**src/rtl/act_meter_pkg.sv**
```systemverilog
// Shared types and defaults for the sub-circuit activity meter.
// The optional Gray-coded stimulus is selected with SUBCKT_ACT_METER_GRAY_EN
// inside act_meter_vecgen; this package is identical in both builds.
package act_meter_pkg;

  typedef enum logic [1:0] {
    IDLE   = 2'd0,
    RUN    = 2'd1,
    REPORT = 2'd2
  } state_t;

  localparam int DEF_N_IN    = 4;
  localparam int DEF_WIN_LEN = 16;
  localparam int DEF_CNT_W   = 8;

  // The sample index must be able to hold WIN_LEN itself.
  localparam int DEF_IDX_W = $clog2(DEF_WIN_LEN + 1);

  function automatic int idx_width(input int win_len);
    return $clog2(win_len + 1);
  endfunction

endpackage

```
**src/rtl/act_meter_vecgen.sv**
```systemverilog
// Stimulus generator: holds the binary sequence value and maps it onto the
// sub-circuit inputs. Build option SUBCKT_ACT_METER_GRAY_EN selects
// Gray-coded vectors; without it the binary value is driven directly.
// vec_o is a pure function of the bin register, so it holds its last value
// whenever neither load nor inc is asserted.
module act_meter_vecgen
  import act_meter_pkg::*;
#(
  parameter int N_IN = DEF_N_IN
) (
  input  logic            clk,
  input  logic            rst_n,
  input  logic            load,
  input  logic            inc,
  input  logic [N_IN-1:0] seed,
  output logic [N_IN-1:0] vec_o
);

  logic [N_IN-1:0] bin;

  // Load the seed on an accepted start, otherwise step with silent wrap.
  always_ff @(posedge clk or negedge rst_n) begin
    if (!rst_n) begin
      bin <= '0;
    end else if (load) begin
      bin <= seed;
    end else if (inc) begin
      bin <= bin + 1'b1;
    end
  end

`ifdef SUBCKT_ACT_METER_GRAY_EN
  assign vec_o = bin ^ (bin >> 1);
`else
  assign vec_o = bin;
`endif

endmodule

```
**src/rtl/subckt_activity_meter.sv**
```systemverilog
// Activity meter top: runs one window of WIN_LEN stimulus vectors through an
// external combinational sub-circuit, counts output toggles and output-high
// samples with saturation, and reports both over a valid/ready handshake.
// Build option SUBCKT_ACT_METER_GRAY_EN (see act_meter_vecgen) selects
// Gray-coded stimulus; counting and handshake are the same in both builds.
module subckt_activity_meter
  import act_meter_pkg::*;
#(
  parameter int N_IN    = DEF_N_IN,
  parameter int WIN_LEN = DEF_WIN_LEN,
  parameter int CNT_W   = DEF_CNT_W
) (
  input  logic             clk,
  input  logic             rst_n,
  input  logic             start,
  input  logic [N_IN-1:0]  seed,
  output logic [N_IN-1:0]  vec_o,
  input  logic             dut_out_i,
  output logic             busy,
  output logic             res_valid,
  input  logic             res_ready,
  output logic [CNT_W-1:0] toggle_cnt,
  output logic [CNT_W-1:0] ones_cnt
);

  localparam int               IDX_W    = idx_width(WIN_LEN);
  localparam logic [IDX_W-1:0] LAST_IDX = IDX_W'(WIN_LEN - 1);
  localparam logic [CNT_W-1:0] CNT_MAX  = '1;

  state_t           state;
  state_t           state_nxt;
  logic [IDX_W-1:0] idx;
  logic             prev;
  logic             load;
  logic             inc;
  logic             last;

  assign last      = (idx == LAST_IDX);
  assign busy      = (state != IDLE);
  assign res_valid = (state == REPORT);

  act_meter_vecgen #(
    .N_IN (N_IN)
  ) u_vecgen (
    .clk   (clk),
    .rst_n (rst_n),
    .load  (load),
    .inc   (inc),
    .seed  (seed),
    .vec_o (vec_o)
  );

  // Next-state and control decode; the sequence stops stepping on the last
  // sample so vec_o keeps the final vector after the window.
  always_comb begin
    state_nxt = state;
    load      = 1'b0;
    inc       = 1'b0;
    case (state)
      IDLE: begin
        if (start) begin
          state_nxt = RUN;
          load      = 1'b1;
        end
      end
      RUN: begin
        inc = !last;
        if (last) begin
          state_nxt = REPORT;
        end
      end
      REPORT: begin
        if (res_ready) begin
          state_nxt = IDLE;
        end
      end
      default: state_nxt = IDLE;
    endcase
  end

  // State register.
  always_ff @(posedge clk or negedge rst_n) begin
    if (!rst_n) begin
      state <= IDLE;
    end else begin
      state <= state_nxt;
    end
  end

  // Sample index and saturating counters; sample 0 only primes prev.
  always_ff @(posedge clk or negedge rst_n) begin
    if (!rst_n) begin
      idx        <= '0;
      prev       <= 1'b0;
      toggle_cnt <= '0;
      ones_cnt   <= '0;
    end else if (load) begin
      idx        <= '0;
      prev       <= 1'b0;
      toggle_cnt <= '0;
      ones_cnt   <= '0;
    end else if (state == RUN) begin
      idx  <= idx + 1'b1;
      prev <= dut_out_i;
      if ((idx != '0) && (dut_out_i != prev) && (toggle_cnt != CNT_MAX)) begin
        toggle_cnt <= toggle_cnt + 1'b1;
      end
      if (dut_out_i && (ones_cnt != CNT_MAX)) begin
        ones_cnt <= ones_cnt + 1'b1;
      end
    end
  end

endmodule

```
**config.mk**
```make
export PLATFORM = sky130hd
export DESIGN_NAME = subckt_activity_meter
export DESIGN_NICKNAME = d
export VERILOG_FILES = /design/src/rtl/act_meter_pkg.sv /design/src/rtl/act_meter_vecgen.sv /design/src/rtl/subckt_activity_meter.sv
export SDC_FILE = /design/constraint.sdc
export NUM_CORES = 1
export LEC_CHECK = 0
export ABC_CLOCK_PERIOD_IN_PS = 2400
export CAP_MARGIN = 30
export CORE_UTILIZATION = 45
export DETAILED_ROUTE_END_ITERATION = 7
export GPL_TIMING_DRIVEN = 0
export PLACE_DENSITY_LB_ADDON = 0.05
export SYNTH_ARGS = -nofsm -noshare
export SYNTH_HDL_FRONTEND = slang
export SYNTH_SLANG_ARGS = --single-unit
```
**constraint.sdc**
```tcl
create_clock -name clk -period 2.4 [get_ports clk]
set_clock_uncertainty 0.15 [all_clocks]
set_input_delay 0.36 -clock clk [delete_from_list [all_inputs] [get_ports clk]]
set_output_delay 0.36 -clock clk [all_outputs]
set_load 0.05 [all_outputs]
```
==> results.toml, run 1 <==
[synthesis]
synth_compound_area_share_pct = 15.85
synth.area.top_cells = "dfrtp_1 (46%), ha_1 (4.9%), nand2_1 (4.4%)"
synth_cell_type_count = 45
syn_inst = 155
synth_top_area_share_pct = 45.53
syn-num-nets = 170
ys_async_sr_fraction_pct = 100.0
ys_seq_area_share_pct = 45.53
synth_top_family_by_area = "simple AND/OR/NAND/NOR gates"
synthAdderAreaFrac_pct = 4.878
synthXorXnorAreaFrac_pct = 3.902
yosys.area_share.simple_pct = 22.76
yosys_register_bits = 28
synth_edf_count = 0
synthMuxAreaShare_pct = 3.333
yosysTopAreaCell = "dfrtp_1"
syn-cell-area_sq_um = 1539
postSynthAreaPerCell_sq_um = 9.929
yosys-top-cells-count = "dfrtp_1 (28), nand2_1 (18), o21ai_0 (11)"
ys_warn_count = 0
ys.flop_type = "dfrtp_1"
synth_most_common_cell = "dfrtp_1"

[worst_setup_path]
start_kind = "flop"
crit_family = "buffers and inverters"
worstPathRequired_ns = 1.89
r2r_cells = 7
crit_chain = "clkdlybuf4s50_1"
cpMaxStageDelayCell = "clkdlybuf4s50_1"
r2r-start = "idx[0]"
r2r-end = "u_vecgen.vec_o[3]"
r2r_setup_slack_ns = 0.34
critical_path_class = "flop to output port"
crit_fanout = 7
worstPathArrival_ns = 1.65
slowest_delay_ns = 0.84
path_depth = 1
worst-path-buf-inv = 1
worstSetupEndpointType = "output port"

[place]
port_buffers = 30
placed_area_sq_um = 1909
finalWeightedCongestion = 0.8356
place_hpwl_um = 2383

[routing]
final_antenna_net_count = 0
drt-total-wl_um = 3219
vias = 1290
route.detailed.drc = 0
drt_iter0_markers = 72
dr.pass1.iters = 4
wl_per_cell_um = 13.76
viasPerCell = 5.513

[timing]
setup_tns_ns = 0
final_hold_viol_count = 0
finalSetupViolations = 0
fin_crit_sh_pct = 89.98
rsz0062_at_grt = "no"
slew_viol_final = 0
max_freq_ghz = 0.4631
fin_crit_ns = 2.160
relSlewSlack_pct = 44.62
tightest_slew_ns = 0.8281

[clock_tree]
cts_tree = "built"
clkSinkCount = 28
root_buffer = "clkbuf_4"
worstSkewPairLatency_ns = 0.33
cts_hold_buf = 0
cts_buffers = 3
cts.clk_slew.worst_paths_ns = 0.15
cts.htree.levels = 1
clockBufferDepth = 2

[global_route]
grt_pass1_vias = 1258
grt_max_degree = 19
grt-ovfl-total = 0
grt_pass1_wl_um = 5513
grt_use_total_pct = 20.15
antenna_found_initial = 0

[die]
io_pins = 31
placement_rows = 20
core-area_sq_um = 3153
die_w_um = 60.48
dieArea_sq_um = 3658
die_h_um = 60.48
initial_utilization_pct = 48.81

[pwr]
irDropWorstVdd_v = 0.0006475
power.leakage_nw = 0.8413
finalPower_mw = 2.255
power_density_nw_per_um2 = 1155

[finish]
ff_latch_area_sq_um = 700.7
area_growth_pct = 26.83
multiInputGateArea_sq_um = 785.8
antennaDiodeCount = 0
final_nets = 206
fin_area_sq_um = 1952
fillers = 303
drive_gt1_share_pct = 7.895

[hold_path]
hold_path_class = "input port to asynchronous set/reset pin"

[run_status]
status = "finished, final reports clean"

[job]
cap_violations = 0
==> layout make-up <==
type | count | area share (%)
buffer | 6 | 1.410
clock buffer | 4 | 1.859
timing repair buffer | 31 | 16.22
sequential | 28 | 35.90
multi-input combinational | 113 | 40.26
tap | 44 | 2.821
inverter | 8 | 1.538
==> routing by layer <==
metal / track usage (%) / up-vias / wire, um
met5: 0 / - / 0
met4: 6.818 / 0 / 21
met3: 2.985 / 2 / 102
met2: 32.97 / 26 / 1547
met1: 27.47 / 626 / 1548
li1: - / 636 / -
==> cell usage in the layout (no fill, tap or decap), types with 2 or more instances in the layout <==
master           count
dfrtp_1             28
clkdlybuf4s50_1     28
nand2_1             18
o21ai_0             11
nand3_1              9
inv_1                8
nor2_1               8
ha_1                 6
clkbuf_1             4
a21oi_1              4
a211oi_1             4
mux2i_1              4
a22o_1               4
and3_1               3
nand4_1              3
nor3_1               3
xnor2_1              3
clkbuf_4             3
and4_1               2
o31ai_1              2
nand4b_1             2
nand2b_1             2
xor2_1               2
o41ai_1              2
==> what timing repair did <==
item,CTS,global route
gates resized for setup,1,2
buffers inserted,0,0
endpoints found under the setup margin,1,3
pin swaps,0,0
==> flip-flops by register name, indices dropped and copies added, names as in the netlist <==
signal and flops:
ones_cnt 8, toggle_cnt 8, idx 5, u_vecgen.vec_o 4, state 2, prev 1
==> through the flow <==
step | setup WS (ns) | utilization, % | cells | hold WS [ns]
after global routing | 0.1504 | 61.90 | 234 | 0.3785
after floorplan | 0.2840 | - | 155 | -0.08559
after CTS | 0.04364 | 61.67 | 234 | 0.3654
final | 0.2405 | 61.90 | 234 | 0.3382
after detailed placement | 0.1431 | 60.56 | 230 | 0.3555
after global placement | 0.1798 | 60.08 | 229 | 0.3428
==> where the power goes <==
group | internal [mW] | total, mW | switching [mW] | leakage (nW)
Sequential | 0.630 | 0.807 | 0.176 | 0.359
Clock | 0.0928 | 0.231 | 0.138 | 0.0210
Combinational | 0.473 | 1.22 | 0.744 | 0.461
==> cells by family (layout without fill, tap and decap cells) <==
group,after synthesis,after routing
buf+inv,14,49
mux,5,5
xor+xnor,6,6
flops,28,28
compound gates,35,35
fa+ha+maj,6,6
simple gates,61,61
==> worst max path at each step <==
stage | from | endpoint
final | toggle_cnt[7] | toggle_cnt[7]
after global routing | ones_cnt[0] | ones_cnt[0]
after CTS | state[1] | busy
after detailed placement | idx[0] | u_vecgen.vec_o[3]
after global placement | idx[0] | u_vecgen.vec_o[3]
after floorplan | ones_cnt[0] | ones_cnt[6]
Note: power is estimated with default switching activity, not from simulation.
==> inputs of run 2 (changes only) <==
--- a/config.mk
+++ b/config.mk
@@ -7,10 +7,12 @@
 export LEC_CHECK = 0
 export ABC_CLOCK_PERIOD_IN_PS = 2400
 export CAP_MARGIN = 30
+export CORE_MARGIN = 5
 export CORE_UTILIZATION = 45
 export DETAILED_ROUTE_END_ITERATION = 7
 export GPL_TIMING_DRIVEN = 0
 export PLACE_DENSITY_LB_ADDON = 0.05
+export SLEW_MARGIN = 20
 export SYNTH_ARGS = -nofsm -noshare
 export SYNTH_HDL_FRONTEND = slang
 export SYNTH_SLANG_ARGS = --single-unit
==> results.toml, run 2 (synthesis gave the netlist of run 1 again) <==
[clock_tree]
root_buffer = "clkbuf_4"
cts_tree = "built"
clkSinkCount = 28
cts_buffers = 3
worstSkewPairLatency_ns = 0.31
clockBufferDepth = 2
cts.htree.levels = 1
cts.clk_slew.worst_paths_ns = 0.14

[worst_setup_path]
cpMaxStageDelayCell = "clkdlybuf4s50_1"
crit_family = "buffers and inverters"
worstPathArrival_ns = 1.63
slowest_delay_ns = 0.84
crit_chain = "clkdlybuf4s50_1"
worstSetupEndpointType = "output port"
critical_path_class = "flop to output port"
worst-path-buf-inv = 1
crit_fanout = 6
start_kind = "flop"
worstPathRequired_ns = 1.89

[timing]
slew_viol_final = 0
tightest_slew_ns = 0.6291
relSlewSlack_pct = 58.06
fin_crit_ns = 2.143
setup_tns_ns = 0
fin_crit_sh_pct = 89.28
finalSetupViolations = 0
final_hold_viol_count = 0
max_freq_ghz = 0.4667
rsz0062_at_grt = "no"
hold_slack_ns = 0.3826

[global_route]
grt_use_total_pct = 15.66
grt_max_degree = 29
grt-ovfl-total = 0
grt_pass1_vias = 1291
antenna_found_initial = 0
grt_pass1_wl_um = 5637

[die]
core-area_sq_um = 3337
die_h_um = 68.48
dieArea_sq_um = 4690
initial_utilization_pct = 46.12
io_pins = 31
die_w_um = 68.48
placement_rows = 21

[routing]
drt_iter0_markers = 50
final_antenna_net_count = 0
viasPerCell = 5.455
route.detailed.drc = 0
wl_per_cell_um = 13.99
drt-total-wl_um = 3287
vias = 1282
dr.pass1.iters = 4

[pwr]
irDropWorstVdd_v = 0.0006638
power.leakage_nw = 0.8309
power_density_nw_per_um2 = 1152

[finish]
area_growth_pct = 25.45
antennaDiodeCount = 0
final_nets = 206
reg_top3 = "ones_cnt (8), toggle_cnt (8), idx (5)"
final_cell_mix = "dfrtp_1 (28), clkdlybuf4s50_1 (27), nand2_1 (18)"
drive_gt1_share_pct = 7.407
mostFrequentLayoutCell = "dfrtp_1"

[job]
cap_violations = 0

[place]
port_buffers = 30
place_hpwl_um = 2482
finalWeightedCongestion = 0.8258

[hold_path]
hold_path_class = "flop to flop"

[run_status]
status = "finished, final reports clean"
## run 2: cell types whose count changed in the layout (fill, tap and decap cells not counted), sizes merged
cell | previous run | this run
clkbuf | 8 | 7
clkdlybuf4s50 | 28 | 27
dlygate4sd3 | 0 | 1
## run 2: area by class of cell
type                    instances  area [sq um]
plain buffers                   6         27.53
clock buffers                   3         22.52
fillers                       321          1406
inverters                       8         30.03
multi-input cells             113         785.8
flip-flops and latches         28         700.7
well taps                      46         57.56
repair buffers                 31         306.5
## run 2: metrics by stage
step	power, mW	setup WS (ns)	util (%)	cells	instance area, sq um
floorplan	1.660	0.2840	-	155	1539
global placement	2.001	0.1686	56.84	231	1897
detailed placement	2.050	0.07076	56.69	231	1892
CTS	2.246	0.05406	57.63	235	1923
global route	2.384	0.1603	57.86	235	1931
finish	2.223	0.2572	57.86	235	1931
## run 2: path summary, 6_finish.rpt
check | start | depth (start not counted) | slack [ns] | endpoint
max | ones_cnt[4] | 1 | 0.26 | ones_cnt[4]
min | toggle_cnt[4] | 1 | 0.38 | toggle_cnt[4]
max reg2reg | idx[0] | 7 | 0.28 | u_vecgen.vec_o[3]
min reg2reg | toggle_cnt[4] | 1 | 0.38 | toggle_cnt[4]
max in group asynchronous | rst_n | 2 | 1.27 | ones_cnt[0]
min in group asynchronous | rst_n | 2 | 0.43 | u_vecgen.vec_o[0]
## run 2: what timing repair did
item,4_1_cts,5_1_grt
endpoints found under the setup margin,1,3
setup buffers,0,0
hold buffers,1,0
endpoints found under the hold margin,28,0
resized for setup,1,2
## run 2: where the power goes
| group | leakage [nW] | switching [mW] | internal [mW] |
|---|---|---|---|
| Clock | 0.0138 | 0.128 | 0.0587 |
| Sequential | 0.359 | 0.181 | 0.630 |
| Combinational | 0.458 | 0.752 | 0.473 |
## run 2: routing by layer
layer	up-vias	track usage [%]	share of wire, %
li1	643	-	-
met1	605	18.97	46
met2	32	27.77	49
met3	2	2.463	4.6
met4	0	5.459	0.70
met5	-	0	0
==> inputs of run 3 (changes only) <==
--- a/config.mk
+++ b/config.mk
@@ -5,7 +5,7 @@
 export SDC_FILE = /design/constraint.sdc
 export NUM_CORES = 1
 export LEC_CHECK = 0
-export ABC_CLOCK_PERIOD_IN_PS = 2400
+export ABC_CLOCK_PERIOD_IN_PS = 1800
 export CAP_MARGIN = 30
 export CORE_MARGIN = 5
 export CORE_UTILIZATION = 45
==> constraint.sdc (replaced) <==
create_clock -name clk -period 1.8 [get_ports clk]
set_clock_uncertainty 0.15 [all_clocks]
set_input_delay 0.27 -clock clk [delete_from_list [all_inputs] [get_ports clk]]
set_output_delay 0.27 -clock clk [all_outputs]
set_load 0.05 [all_outputs]
==> results.toml, run 3 (synthesis gave the netlist of run 1 again) <==
[place]
finalWeightedCongestion = 0.7801
port_buffers = 30
place_hpwl_um = 2495
placed_area_sq_um = 1964

[timing]
tightest_slew_ns = 0.6160
fin_ws_ns = -0.03764
relSlewSlack_pct = 58.93
slew_viol_final = 0
final_hold_viol_count = 0
fin_crit_ns = 1.838
setup_tns_ns = -0.1437
rsz0062_at_grt = "yes"
max_freq_ghz = 0.5442
fin_crit_sh_pct = 102.1
finalSetupViolations = 6

[worst_setup_path]
critical_path_class = "flop to flop"
crit_start = "idx[0]"
worstPathArrival_ns = 1.94
crit_chain = "inv_2 > ha_4 > or4b_4 > and3_4 > and3_4 > mux2i_1"
start_kind = "flop"
worstSetupEndpointType = "flop"
crit_family = "simple AND/OR/NAND/NOR gates"
cp_common_cell = "and3_4"
worstPathRequired_ns = 1.90
endpoint = "toggle_cnt[4]"
worst-path-buf-inv = 1
path_depth = 6
r2r-start = "idx[0]"
cpMaxStageDelayCell = "or4b_4"
r2r_cells = 6
crit_fanout = 5
slowest_delay_ns = 0.49
r2r_setup_slack_ns = -0.04
r2r-end = "toggle_cnt[4]"

[routing]
vias = 1375
wl_per_cell_um = 15.50
route.detailed.drc = 0
drt-total-wl_um = 3829
drt_iter0_markers = 108
final_antenna_net_count = 0
viasPerCell = 5.567
dr.pass1.iters = 4

[global_route]
antenna_found_initial = 0
grt_max_degree = 29
grt_use_total_pct = 17.69
grt-ovfl-total = 0
grt_pass1_vias = 1344
grt_pass1_wl_um = 6210

[clock_tree]
cts_tree = "built"
clockBufferDepth = 2
cts.htree.levels = 1
clkSinkCount = 28
worstSkewPairLatency_ns = 0.34
cts.clk_slew.worst_paths_ns = 0.17
cts_buffers = 3
root_buffer = "clkbuf_4"

[finish]
fin_area_sq_um = 2212
mostFrequentLayoutCell = "dfrtp_1"
area_growth_pct = 43.74
fin_util_pct = 66.29
final_nets = 217
reg_top3 = "ones_cnt (8), toggle_cnt (8), idx (5)"
antennaDiodeCount = 0
final_cell_mix = "dfrtp_1 (18), nand2_1 (17), buf_4 (14)"
drive_gt1_share_pct = 35.82
fillers = 273

[run_status]
violations = "negative setup slack"
status = "complete, but fails checks"

[die]
die_h_um = 68.48
die_w_um = 68.48
core-area_sq_um = 3337
io_pins = 31
initial_utilization_pct = 46.12
dieArea_sq_um = 4690
placement_rows = 21

[pwr]
power.leakage_nw = 0.9467
irDropWorstVdd_v = 0.001091
power_density_nw_per_um2 = 1593
finalPower_mw = 3.524

[hold_path]
hold_path_class = "input port to asynchronous set/reset pin"

[job]
cap_violations = 0
run 3: cell count changes in the layout (fill, tap and decap cells not counted), sizes merged:
cell / delta
clkdlybuf4s50: -20
clkdlybuf4s15: +6
dlymetal6s2s: -1
clkbuf: +1
buf: +15
bufinv: +1
dlygate4sd2: +10
run 3: layout make-up:
type	count	area [sq um]	share of cell area [%]
buffer	4	28.78	1.301
multi-input combinational	113	945.9	42.76
clock buffer	3	22.52	1.018
clock inverter	1	30.03	1.357
timing repair buffer	44	384.1	17.36
sequential	28	713.2	32.24
tap	46	57.56	2.602
inverter	8	30.03	1.357
run 3: per-layer routing:
metal	global-route usage [%]	vias to the layer above	part of all wire, %
met2	30.27	38	49
met5	0	-	0
met1	21.95	674	44
met4	4.963	0	1.9
li1	-	657	-
met3	4.269	6	5.2
run 3: stage by stage:
step	instances	hold slack, ns	setup WS [ns]
4_1_cts	246	0.2865	-0.02514
6_report	247	0.2965	-0.03764
5_1_grt	247	0.2969	-0.1149
2_1_floorplan	155	-0.1756	-0.07785
3_3_place_gp	231	0.3370	-0.2568
3_5_place_dp	231	0.1718	-0.2837
run 3: power by group:
| part | switching (mW) | internal (mW) | total, mW |
|---|---|---|---|
| clock network | 0.198 | 0.225 | 0.423 |
| registers | 0.267 | 0.850 | 1.12 |
| logic | 1.17 | 0.817 | 1.98 |
| total | 1.63 | 1.89 | 3.52 |
run 3: worst min-delay path by stage:
stage	slack [ns]	startpoint	depth (start not counted)	to
global route	0.30	seed[2]	3	u_vecgen.vec_o[2]
floorplan	-0.18	rst_n	0	idx[0]
detailed placement	0.17	rst_n	1	u_vecgen.vec_o[2]
finish	0.30	rst_n	2	u_vecgen.vec_o[2]
global placement	0.34	toggle_cnt[4]	1	toggle_cnt[4]
CTS	0.29	seed[1]	3	u_vecgen.vec_o[1]
run 3: what timing repair did:
action | 4_1_cts | 5_1_grt
setup endpoints to repair | 31 | 30
hold buffers | 1 | 0
gates resized for setup | 42 | 39
pin swaps | 8 | 6
hold endpoints to repair | 28 | 0
setup buffers | 10 | 3
gates cloned | 0 | 0
